<file path="config.mk">
export PLATFORM = sky130hd
export DESIGN_NAME = seg7_readback_decoder
export DESIGN_NICKNAME = d
export VERILOG_FILES = /design/src/rtl/seg7_readback_decoder.sv
export SDC_FILE = /design/constraint.sdc
export NUM_CORES = 1
export LEC_CHECK = 0
export ABC_AREA = 0
export ABC_CLOCK_PERIOD_IN_PS = 4100
export CORE_MARGIN = 8
export CORE_UTILIZATION = 60
export CTS_CLUSTER_DIAMETER = 30
export DETAILED_ROUTE_END_ITERATION = 16
export PLACE_DENSITY = 0.86
export SLEW_MARGIN = 20
export SYNTH_ARGS = -nofsm -noshare
export SYNTH_HDL_FRONTEND = slang
export SYNTH_SLANG_ARGS = --single-unit
</file>
<file path="constraint.sdc">
create_clock -name clk -period 4.1 [get_ports clk]
set_clock_uncertainty 0.1 [all_clocks]
set_input_delay 0.615 -clock clk [delete_from_list [all_inputs] [get_ports clk]]
set_output_delay 0.615 -clock clk [all_outputs]
set_load 0.02 [all_outputs]
</file>
<file path="src/rtl/seg7_readback_decoder.sv">
// Recovers a 16-bit hex value from four active-low seven-segment digit buses,
// filtering each digit for stability and flagging blank/illegal glyphs.
module seg7_readback_decoder #(
    parameter int STABLE_CYCLES = 4
) (
    input  logic        clk,
    input  logic        reset,
    input  logic [6:0]  hex_in0,
    input  logic [6:0]  hex_in1,
    input  logic [6:0]  hex_in2,
    input  logic [6:0]  hex_in3,
    output logic [15:0] hex_data,
    output logic [3:0]  digit_stable,
    output logic [3:0]  digit_invalid,
    output logic [3:0]  digit_blank,
    output logic        data_valid,
    output logic        change_strobe
);

    localparam int              CNT_W   = $clog2(STABLE_CYCLES);
    localparam logic [CNT_W-1:0] CNT_MAX = CNT_W'(STABLE_CYCLES - 1);
    localparam logic [6:0]      BLANK   = 7'b1111111;

    // Returns {legal, nibble}; legal is clear for blank and unknown patterns.
    function automatic logic [4:0] decode_glyph(input logic [6:0] pat);
        logic [4:0] r;
        case (pat)
            7'b1000000: r = 5'h10;
            7'b1111001: r = 5'h11;
            7'b0100100: r = 5'h12;
            7'b0110000: r = 5'h13;
            7'b0011001: r = 5'h14;
            7'b0010010: r = 5'h15;
            7'b0000010: r = 5'h16;
            7'b1111000: r = 5'h17;
            7'b0000000: r = 5'h18;
            7'b0010000: r = 5'h19;
            7'b0001000: r = 5'h1A;
            7'b0000011: r = 5'h1B;
            7'b1000110: r = 5'h1C;
            7'b0100001: r = 5'h1D;
            7'b0000110: r = 5'h1E;
            7'b0001110: r = 5'h1F;
            default:    r = 5'h00;
        endcase
        return r;
    endfunction

    function automatic logic [CNT_W-1:0] sat_inc(input logic [CNT_W-1:0] c);
        return (c == CNT_MAX) ? c : c + 1'b1;
    endfunction

    logic [3:0][6:0]       hex_in;
    logic [3:0][6:0]       samp_q, samp_d;
    logic [3:0][CNT_W-1:0] cnt_q, cnt_d;
    logic [15:0]           hex_data_q, hex_data_d;
    logic [3:0]            stable_q, stable_d;
    logic [3:0]            invalid_q, invalid_d;
    logic [3:0]            blank_q, blank_d;
    logic                  data_valid_q, data_valid_d;
    logic                  change_strobe_q, change_strobe_d;
    logic [4:0]            glyph;

    assign hex_in = {hex_in3, hex_in2, hex_in1, hex_in0};

    always_comb begin
        samp_d     = hex_in;
        cnt_d      = cnt_q;
        hex_data_d = hex_data_q;
        stable_d   = stable_q;
        invalid_d  = invalid_q;
        blank_d    = blank_q;
        glyph      = '0;
        for (int i = 0; i < 4; i++) begin
            glyph = decode_glyph(samp_q[i]);
            if (hex_in[i] != samp_q[i]) begin
                cnt_d[i]    = '0;
                stable_d[i] = 1'b0;
            end else begin
                cnt_d[i] = sat_inc(cnt_q[i]);
                // Saturated counter re-accepts every cycle; identical values cause no strobe.
                if (cnt_q[i] == CNT_MAX) begin
                    stable_d[i] = 1'b1;
                    if (glyph[4]) begin
                        hex_data_d[4*i +: 4] = glyph[3:0];
                        invalid_d[i]         = 1'b0;
                        blank_d[i]           = 1'b0;
                    end else if (samp_q[i] == BLANK) begin
                        invalid_d[i] = 1'b0;
                        blank_d[i]   = 1'b1;
                    end else begin
                        invalid_d[i] = 1'b1;
                        blank_d[i]   = 1'b0;
                    end
                end
            end
        end
        data_valid_d    = (&stable_d) & ~(|invalid_d) & ~(|blank_d);
        change_strobe_d = ({hex_data_d, invalid_d, blank_d} != {hex_data_q, invalid_q, blank_q});
    end

    always_ff @(posedge clk) begin
        if (reset) begin
            samp_q          <= {4{BLANK}};
            cnt_q           <= '0;
            hex_data_q      <= '0;
            stable_q        <= '0;
            invalid_q       <= '0;
            blank_q         <= '0;
            data_valid_q    <= 1'b0;
            change_strobe_q <= 1'b0;
        end else begin
            samp_q          <= samp_d;
            cnt_q           <= cnt_d;
            hex_data_q      <= hex_data_d;
            stable_q        <= stable_d;
            invalid_q       <= invalid_d;
            blank_q         <= blank_d;
            data_valid_q    <= data_valid_d;
            change_strobe_q <= change_strobe_d;
        end
    end

    assign hex_data      = hex_data_q;
    assign digit_stable  = stable_q;
    assign digit_invalid = invalid_q;
    assign digit_blank   = blank_q;
    assign data_valid    = data_valid_q;
    assign change_strobe = change_strobe_q;

endmodule

</file>
==> run summary <==
Outcome - completed
Worst EP arrival - 3050 ps
DR WL/cell - 15.45 um
Total number of vias - 3891
Met3 WL post-DR - 499 um
Yosys cell types - 74
Antenna violations before repair - 0
Reg2reg end - change_strobe
Post-synthesis simple-gate area fraction - 33.39%
Area share of the largest cell type after synthesis - 30.32%
Reg2Reg Depth - 8
Hold buffer count at CTS - 0
CTS tree - yes
Hold crit path type - flop to flop
Cts bufs inserted - 9
DP Worst Slack - 863.6 ps
Dpl hpwl - 7460 um
Crit Path Class - input pin to flop
Critical Path RT - 4260 ps
Total track usage - 19.50%
RSZ-0062 raised after global routing - no
Mux cell area share after synthesis - 3.905%
CTS resizes - 0
# IOs - 60
Fin crit period - 2896 ps
Slack of the critical path - 1204 ps
Peak supply drop - 0.0002359 V
Largest family of logic cells by synthesized area - simple AND/OR/NAND/NOR gates
Crit path launch - hex_in2[2]
Power per cell area - 275.8 nW/um^2
Crit path capture - data_valid
Highest Signal Layer - met4
Reg-to-reg startpoint - samp_q[15]
Max Clock Freq - 345.2 MHz
# clock sinks - 66
Post-detailed-routing wire length - 10160 um
# rows - 31
Max Root-Sink Buffers - 2
Worst slew pin tran - 1039 ps
Crit path max fanout - 10
Diodes inserted - 0
Syn Area/Cell - 8.254 sq um
Initial DRC count - 170
FF-to-FF setup slack - 1280 ps
Starting Density - 61.06%
Largest net degree at the start of global routing - 64
Initial DRT Pass Iterations - 4
Register area share after synthesis - 30.32%
Max-capacitance violation count - 0
Routability cong. - 0.8303
Syn Nets - 562
Wire length on met2 - 4957 um
Final Setup Violations - 0
Core Area - 7137 sq um
DRC - 0
#FFs+latches synth - 66
Post-synthesis adder-cell area fraction - 1.148%
Slew Limit Fails - 0
Drt via density - 5.913
Met1 Wirelength - 4528 um
Global route total overflow - 0
Asr flop ratio synth - 0%
Mapped Area - 4358 sq um
Compound-Gate Fraction of Synth Area - 15.99%
Main area contributors after synthesis - dfxtp_1 30%, xor2_1 6.2%, or2_2 4.6%
Ys flop type - dfxtp_1
Slew HR - 30.74%
Die Wd - 101.2 um
Area Overhead vs Synth - 15.93%
First-pass GRT wire length - 16290 um
Die area - 10250 sq um
Worst Setup Start Kind - input pin
Setup TNS - 0 ps
Die H - 101.2 um
Proportion of layout cells with a drive suffix above 1 - 12.52%
Post-CTS setup buffers - 0
Vias in the first global route - 3514
Synthesis warning total - 0
CTS H-tree depth - 3
I/O Buffers - 59
Cell taking the most area after synthesis - dfxtp_1
Antenna-violating nets left - 0
Count of final hold-check violations - 0
Final Net Count - 590
Number of synthesized flops with an enable pin - 0
CTS clk-pin slew, worst paths - 70 ps
Post-Synth XOR/XNOR Area - 9.647%
Leakage - 1.888 nW
Fin crit share - 70.65%
Worst-Skew Late Latency - 340 ps
Post-Synthesis Cells - 528
Root buf cell - clkbuf_8
Worst Setup End Kind - flop
## through the flow
stage               hold WS (ps)  total power, W  area [sq um]  std cells  util, %
global placement           382.8       0.0008575          4861        644    68.11
detailed placement         397.5       0.0008636          4861        644    68.11
floorplan                  367.6       0.0008161          4358        528        -
CTS                        406.9        0.001400          5052        658    70.79
finish                     401.2        0.001393          5052        658    70.79
global route               441.9        0.001444          5052        658    70.79
## cells in the mapped netlist, types with 5 or more instances
cell type and instances:
clkbuf_1 12, mux2i_1 17, xnor2_1 17, nor4bb_1 5, nand4b_1 5, buf_2 27, o21ai_0 16, nand3_1 12
or3_1 8, nand2_1 26, a31oi_1 7, a211oi_1 9, nor2_1 49, a21oi_1 25, xor2_1 31, or2_2 32
nor4_1 6, nor3b_1 8, and3_1 7, inv_1 10, nand3b_1 8, nand4_1 9, nor3_1 18, dfxtp_1 66
## power by group
group | internal (W) | switching, W
sequential | 0.000656 | 0.0000515
combinational | 0.0000815 | 0.0000629
clock | 0.000305 | 0.000236
## how the worst min path moves through the flow
stage | start | to | slack (ps) | cells after the start
floorplan | cnt_q[7] | cnt_q[7] | 370 | 2
global placement | cnt_q[7] | cnt_q[7] | 380 | 2
detailed placement | hex_data[11] | hex_data[11] | 400 | 2
CTS | hex_data[11] | hex_data[11] | 410 | 2
global route | hex_data[11] | hex_data[11] | 440 | 2
finish | hex_data[11] | hex_data[11] | 400 | 2
## layer usage
metal	track usage, %	vias up
met5	0	-
met4	6.758	0
met3	4.674	20
met2	32.09	88
met1	24.25	1826
li1	-	1957
## sequential cells by signal, indices dropped and copies added, names as in the netlist
register	cells
hex_data	16
digit_invalid	4
digit_stable	4
cnt_q	8
digit_blank	4
data_valid	1
samp_q	28
change_strobe	1
## cell type report
type	instances	area (sq um)
multi-input combinational	410	2793
clock buffer	11	151.4
tap	99	123.9
inverter	10	37.54
timing repair buffer	59	585.6
clock inverter	3	40.04
fill	584	2085
sequential	66	1321
## cell usage in the layout, fill, tap and decap left out, types with 3 or more instances in the layout
cell / synthesis / layout
dfxtp_1: 66 / 66
clkdlybuf4s50_1: 0 / 58
nor2_1: 49 / 49
or2_2: 32 / 32
xor2_1: 31 / 31
nand2_1: 26 / 26
a21oi_1: 25 / 25
nor3_1: 18 / 18
xnor2_1: 17 / 17
mux2i_1: 17 / 17
o21ai_0: 16 / 16
nand3_1: 12 / 12
clkbuf_8: 0 / 11
inv_1: 10 / 10
nand4_1: 9 / 9
a211oi_1: 9 / 9
nand3b_1: 8 / 8
or3_1: 8 / 8
nor3b_1: 8 / 8
a31oi_1: 7 / 7
and3_1: 7 / 7
nor4_1: 6 / 6
nor4bb_1: 5 / 5
nand4b_1: 5 / 5
a211o_1: 4 / 4
nor2b_1: 4 / 4
and2_1: 4 / 4
o21ai_1: 4 / 4
nor4_2: 4 / 4
ha_1: 4 / 4
or2_1: 3 / 3
and4b_1: 3 / 3
or3b_2: 3 / 3
o211ai_1: 3 / 3
and4_1: 3 / 3
nor4b_1: 3 / 3
a21o_1: 3 / 3
## cells by family (layout without fill, tap and decap cells)
| family | Yosys count | after routing |
|---|---|---|
| compound gates | 100 | 100 |
| xor+xnor | 48 | 48 |
| fa+ha+maj | 4 | 4 |
| buf+inv | 52 | 83 |
| flops | 66 | 66 |
| mux | 17 | 17 |
| simple gates | 241 | 241 |
## worst max-delay path: stages
cell and delay (ps):
clkdlybuf4s50_1 430, xor2_1 160, nor4_1 300, nand4_1 280, nor2_2 410, mux2i_1 340
and4_1 220, nand3_1 90, nor4_2 200
No activity file was read; power rests on OpenSTA's default activity.
